File: config.mk
export PLATFORM = sky130hd
export DESIGN_NAME = multiport_regfile
export DESIGN_NICKNAME = d
export VERILOG_FILES = /design/src/rtl/regfile_pkg.sv /design/src/rtl/regfile_scoreboard.sv /design/src/rtl/multiport_regfile.sv
export SDC_FILE = /design/constraint.sdc
export NUM_CORES = 2
export LEC_CHECK = 0
export ABC_AREA = 1
export CAP_MARGIN = 20
export CORE_AREA = 5 5 573 405
export DETAILED_ROUTE_END_ITERATION = 16
export DIE_AREA = 0 0 578 410
export PLACE_DENSITY_LB_ADDON = 0.08
export SLEW_MARGIN = 20
export SYNTH_ARGS = -nofsm -noshare
export SYNTH_HDL_FRONTEND = slang
export SYNTH_SLANG_ARGS = --single-unit
File: constraint.sdc
create_clock -name clk -period 3.2 [get_ports clk]
set_input_delay 0.48 -clock clk [delete_from_list [all_inputs] [get_ports clk]]
set_output_delay 0.48 -clock clk [all_outputs]
set_load 0.05 [all_outputs]
File: src/rtl/regfile_pkg.sv
// Shared register-file definitions: default geometry, operand types and
// the common enable/zero constants used by the datapath register files.
package regfile_pkg;

    localparam int unsigned DATA_W_DEF  = 32;
    localparam int unsigned REG_NUM_DEF = 32;

    typedef logic [$clog2(REG_NUM_DEF)-1:0] Reg_addr_t;
    typedef logic [DATA_W_DEF-1:0]          Reg_data_t;

    // Architectural register hardwired to zero when the zero-register option is on
    localparam int unsigned ZERO_REG = 0;

    localparam logic      ENABLE    = 1'b1;
    localparam logic      DISABLE   = 1'b0;
    localparam Reg_data_t ZERO_WORD = '0;

endpackage

File: src/rtl/regfile_scoreboard.sv
// Per-register pending scoreboard: a producer allocation marks a register
// busy until some write port writes it back.
module regfile_scoreboard
    import regfile_pkg::*;
#(
    parameter int unsigned REG_NUM     = REG_NUM_DEF,
    parameter int unsigned READ_PORTS  = 2,
    parameter bit          ZERO_REG_EN = 1'b1,
    localparam int unsigned AW         = $clog2(REG_NUM)
) (
    input  logic                     clk,
    input  logic                     rst,
    input  logic                     alloc_en,
    input  logic [AW-1:0]            alloc_addr,
    input  logic [REG_NUM-1:0]       wr_hit,
    input  logic [READ_PORTS-1:0]    re,
    input  logic [READ_PORTS*AW-1:0] raddr,
    input  logic [READ_PORTS-1:0]    bypass_hit,
    output logic [READ_PORTS-1:0]    rbusy,
    output logic [REG_NUM-1:0]       pending_vec
);

    logic [REG_NUM-1:0] pending_q;
    logic [REG_NUM-1:0] pending_d;

    // Next pending state: a new allocation outranks a same-cycle write-back
    always_comb begin
        pending_d = pending_q;
        for (int unsigned r = 0; r < REG_NUM; r++) begin
            if (alloc_en == ENABLE && alloc_addr == AW'(r) && !(ZERO_REG_EN && r == ZERO_REG)) begin
                pending_d[r] = 1'b1;
            end else if (wr_hit[r]) begin
                pending_d[r] = 1'b0;
            end
        end
    end

    // Pending register; reset flushes every outstanding producer
    always_ff @(posedge clk) begin
        if (rst) begin
            pending_q <= '0;
        end else begin
            pending_q <= pending_d;
        end
    end

    // Operand busy: pending and not rescued by a same-cycle bypass
    always_comb begin
        rbusy = '0;
        for (int unsigned p = 0; p < READ_PORTS; p++) begin
            rbusy[p] = re[p] & pending_q[raddr[p*AW +: AW]] & ~bypass_hit[p] & ~rst;
        end
    end

    assign pending_vec = pending_q;

endmodule

File: src/rtl/multiport_regfile.sv
// Parametrised multi-port register file with highest-index-wins write
// arbitration, same-cycle write-to-read bypass and a pending scoreboard.
module multiport_regfile
    import regfile_pkg::*;
#(
    parameter int unsigned DATA_W      = DATA_W_DEF,
    parameter int unsigned REG_NUM     = REG_NUM_DEF,
    parameter int unsigned READ_PORTS  = 2,
    parameter int unsigned WRITE_PORTS = 2,
    parameter bit          ZERO_REG_EN = 1'b1,
    localparam int unsigned AW         = $clog2(REG_NUM)
) (
    input  logic                          clk,
    input  logic                          rst,
    input  logic [WRITE_PORTS-1:0]        we,
    input  logic [WRITE_PORTS*AW-1:0]     waddr,
    input  logic [WRITE_PORTS*DATA_W-1:0] wdata,
    input  logic [READ_PORTS-1:0]         re,
    input  logic [READ_PORTS*AW-1:0]      raddr,
    output logic [READ_PORTS*DATA_W-1:0]  rdata,
    output logic [READ_PORTS-1:0]         rbusy,
    input  logic                          alloc_en,
    input  logic [AW-1:0]                 alloc_addr,
    output logic [REG_NUM-1:0]            pending_vec
);

    logic [DATA_W-1:0]     regs_q [REG_NUM];
    logic [DATA_W-1:0]     regs_d [REG_NUM];
    logic [REG_NUM-1:0]    wr_hit;
    logic [READ_PORTS-1:0] bypass_hit;

    // Returns {hit, data} for the winning write port at target; later ports override earlier ones
    function automatic logic [DATA_W:0] arbitrate(
        input logic [WRITE_PORTS-1:0]        en,
        input logic [WRITE_PORTS*AW-1:0]     addrs,
        input logic [WRITE_PORTS*DATA_W-1:0] datas,
        input logic [AW-1:0]                 target
    );
        logic [DATA_W:0] res;
        res = '0;
        for (int unsigned w = 0; w < WRITE_PORTS; w++) begin
            if (en[w] == ENABLE && addrs[w*AW +: AW] == target) begin
                res = {1'b1, datas[w*DATA_W +: DATA_W]};
            end
        end
        return res;
    endfunction

    // Per-register write decode; the zero register never accepts a write
    always_comb begin
        logic [DATA_W:0] arb;
        wr_hit = '0;
        for (int unsigned r = 0; r < REG_NUM; r++) begin
            arb       = arbitrate(we, waddr, wdata, AW'(r));
            wr_hit[r] = arb[DATA_W] && !(ZERO_REG_EN && r == ZERO_REG);
            regs_d[r] = arb[DATA_W-1:0];
        end
    end

    // Storage array update
    always_ff @(posedge clk) begin
        if (rst) begin
            for (int unsigned r = 0; r < REG_NUM; r++) begin
                regs_q[r] <= '0;
            end
        end else begin
            for (int unsigned r = 0; r < REG_NUM; r++) begin
                if (wr_hit[r]) begin
                    regs_q[r] <= regs_d[r];
                end
            end
        end
    end

    // Read ports: forced zero, then bypass from the winning writer, then the array
    always_comb begin
        logic [DATA_W:0] arb;
        logic [AW-1:0]   addr;
        rdata      = '0;
        bypass_hit = '0;
        for (int unsigned p = 0; p < READ_PORTS; p++) begin
            addr          = raddr[p*AW +: AW];
            arb           = arbitrate(we, waddr, wdata, addr);
            bypass_hit[p] = arb[DATA_W];
            if (rst || !re[p] || (ZERO_REG_EN && addr == AW'(ZERO_REG))) begin
                rdata[p*DATA_W +: DATA_W] = '0;
            end else if (arb[DATA_W]) begin
                rdata[p*DATA_W +: DATA_W] = arb[DATA_W-1:0];
            end else begin
                rdata[p*DATA_W +: DATA_W] = regs_q[addr];
            end
        end
    end

    regfile_scoreboard #(
        .REG_NUM     (REG_NUM),
        .READ_PORTS  (READ_PORTS),
        .ZERO_REG_EN (ZERO_REG_EN)
    ) u_scoreboard (
        .clk         (clk),
        .rst         (rst),
        .alloc_en    (alloc_en),
        .alloc_addr  (alloc_addr),
        .wr_hit      (wr_hit),
        .re          (re),
        .raddr       (raddr),
        .bypass_hit  (bypass_hit),
        .rbusy       (rbusy),
        .pending_vec (pending_vec)
    );

endmodule

==> results by group <==
Run status
  • Outcome: finished clean

Die
  • # rows: around 150
  • Die W: a little under 600 um
  • I/O pin cnt: about 190
  • Initial Utilization: 29.9%
  • Die Ht: slightly above 400 um
  • Core Footprint: approximately 0.23 mm^2
  • Die Footprint: 0.237 mm^2

STA
  • Minimum clock period after layout: about 3200 ps
  • Normalized max-slew margin: 45.7%
  • Clk_skew: 0 ps
  • Hold Slack: 325 ps
  • Final slew viol count: 0
  • RSZ-0062 raised after global routing: false
  • Endpoints failing setup: 0
  • Max Fclk: 0.315 GHz
  • Slew @ Worst Pin: between 800 and 900 ps
  • Ratio of final minimum period to clock period: slightly below 100%
  • Setup TNS: 0 ps
  • Endpoints failing hold: 0

Critical path
  • CP endpoint kind: primary output
  • Crit path arrival time: ~2700 ps
  • Critical Path Source: waddr[7]
  • Reg-to-Reg End: u_scoreboard.pending_vec[22]
  • CP Class: input pin to primary output
  • Worst reg2reg path startpoint: u_scoreboard.pending_vec[22]
  • Required time worst endpoint: between 2000 and 3000 ps
  • CP Launch Type: input pin
  • FF-to-FF setup slack: ~2400 ps
  • R2R depth: 2
  • CP Max Fanout: 7

Power
  • Comb power frac: 19.5%
  • Power share of the clock group: 37.8%
  • Int Power: 25.5 mW
  • Overall Power: about 37 mW
  • Sw Share: between 30% and 40%
  • Lkg Pwr: 31.2 nW
  • Fraction of power consumed by sequential logic: a little over two fifths
  • Net Sw Power: about 12 mW
  • Worst vdd ir: around 0.00046 V
  • Power Dens Cells: ~460 mW/mm^2

Drt
  • Routed vias/inst: 6.01
  • Drt drc: 0
  • Routed len/inst: 31.8 um
  • DRT Pass-1 Iters: 6
  • Initial DRC count: ~11000
  • Via count: between 70000 and 80000
  • Final WL: 383000 um
  • Post-DRT Antenna Nets: 0

Yosys
  • Seq cells post-synth: 1023
  • Yosys cell types: 38
  • Compound-cell area share of the yosys netlist: 15.3%
  • Synth area leader: edfxtp_1
  • Area share of and/or/nand/nor cells after synthesis: 31.8%
  • Avg Inst Size Synth: around 7.5 um^2
  • Post-synthesis adder-cell area fraction: 0%
  • YS warnings: 0
  • Synth Area in XOR/XNOR: 0.0260%
  • Post-synthesis mux area share: 0%
  • Post-synthesis sequential area ratio: 45.1%
  • Post-synth top area share: about 44%
  • Instance count of the mapped netlist: roughly 8900
  • Syn nets: between 9000 and 10000
  • Synth Cell Area: just under 0.07 mm^2
  • Top cells by area, synth: edfxtp_1 (44%), nand3_1 (14%), nand2_1 (13%), a211oi_1 (6.9%), nor2_1 (3.6%)
  • Main combinational cell family by area after synthesis: simple AND/OR/NAND/NOR gates

Global route
  • Initial antenna violation count: 8
  • GRT Util Overall: between 30% and 40%
  • Pin count of the biggest net entering global routing: ~110
  • GRT overflow: 0
  • Vias in the first global route: roughly 67000
  • First-pass GRT wire length: about 530000 um

Finish
  • Final non-filler cell total: between 10000 and 15000
  • Final Util: a little over a third
  • Share of layout cells above drive strength 1: between 10% and 20%
  • FILL cells: ~23000
  • Area delta synth->final: 21.5%
  • Nets: around 9000

Clock network
  • Clock root cell: clkbuf_16
  • # clock sinks: about 1000
  • CTS Buf Count: between 100 and 150
  • Later-pin clock latency in the skew report: approximately 760 ps
  • CTS tree: built
  • Clock buffer depth: 3
  • H-tree depth: 3
  • Cts hold-fix bufs: 0
  • Register clock-pin slew on the reported worst setup and hold paths: 70 ps

Hold path
  • WHS Endpoint: regs_q[26][28]
  • Min-delay worst type: input pin to flop
  • Hold path cells: 4
  • Hold Startpoint: rst

Placed design
  • Post-Place Cells: ~12000
  • DP Wirelength: between 200000 and 250000 um
  • Port Buf Inserts: between 150 and 200
  • Routability cong.: approximately 0.94

Flow run
  • Maximum Capacitance Violations: 0
## registers in the layout, indices dropped and copies added (netlist names)
signal and count:
u_scoreboard.pending_vec 31, regs_q 992
## cell usage after synthesis
cell,count
nand2_1,2364
nand3_1,1946
edfxtp_1,992
nor2_1,653
a211oi_1,619
clkbuf_1,518
a21oi_1,397
o21ai_0,369
buf_2,311
inv_1,240
buf_1,141
o32ai_1,130
o22ai_1,62
nand4_1,33
dfxtp_1,31
inv_2,30
clkinv_1,23
o211ai_1,17
buf_4,9
o21ai_1,8
nand2_2,7
a211oi_2,6
o31ai_1,5
nor3_1,3
or2_2,3
and3_1,2
clkbuf_2,2
nand3_2,2
nor2_2,2
nor2_4,2
nor3_4,2
xor2_1,2
a21oi_2,1
clkinv_2,1
conb_1,1
nor3_2,1
o21bai_1,1
or2_1,1
## cell families after synthesis
logic type | Yosys count
flops | 1023
other cells | 1
buf+inv | 1275
xor+xnor | 2
compound gates | 1615
simple gates | 5021
## per-layer routing
metal  track usage, %  up-vias  part of all wire, %
met5                0        -                    0
met1             44.9    35300                   43
li1                 -    31500                    -
met3             6.15      824                   11
met4             13.8        0                  5.1
met2             44.5     4956                   41
## power by group through the flow
stage          registers (mW)  clock network, mW  logic, mW
2_1_floorplan            16.1                  0       3.47
3_3_place_gp             16.2                  0       7.08
3_5_place_dp             16.2                  0       7.08
4_1_cts                  15.9               14.2       7.10
5_1_grt                  16.0               14.8       7.59
6_report                 16.0               14.1       7.26
## area by class of cell
cell class              instances  area [um^2]  share of cell area, %
repair buffers                855        10400                   12.7
clock inverters                65          574                  0.701
well taps                    3034         3800                   4.63
clock buffers                 152         3200                   3.91
diodes                          6         15.0                 0.0183
inverters                     294         1160                   1.41
multi-input cells            6639        32300                   39.5
flip-flops and latches       1023        30400                   37.1
## per-stage QoR
step | cell area, um^2 | setup slack [ps]
3_3_place_gp | 78000 | -287
4_1_cts | 81800 | 4.04
5_1_grt | 81900 | 0.351
3_5_place_dp | 78000 | -187
6_report | 81900 | 25.4
2_1_floorplan | 67400 | 405
## layout by cell type, fill, tap and decap left out, types with 233 or more instances in the layout
| cell type | instances |
|---|---|
| buf_4 | 438 |
| nand3_1 | 1915 |
| edfxtp_1 | 992 |
| a21oi_1 | 395 |
| nand2_1 | 2314 |
| a211oi_1 | 619 |
| nor2_1 | 652 |
| inv_1 | 233 |
| buf_12 | 292 |
| o21ai_0 | 367 |
## critical path, stage by stage
cell             delay, ps
clkdlybuf4s50_1        500
inv_1                  110
buf_4                  110
nor2_1                  30
nor3_1                 190
buf_4                  150
nand3_4                130
nand2_2                120
buf_4                  240
nor2_1                  70
buf_4                  140
and3_1                 210
buf_4                  200
## worst max path at each step
stage | to | depth (start not counted)
floorplan | rdata[62] | 10
global placement | rdata[62] | 12
detailed placement | rdata[62] | 12
CTS | rdata[55] | 14
global route | rdata[12] | 12
finish | rbusy[0] | 13
## timing repair
item,4_1_cts,5_1_grt
setup buffers,1,1
gates resized for setup,6,15
pin swaps,3,3
setup endpoints to repair,2,39
Power figures use the tool's default switching activity.
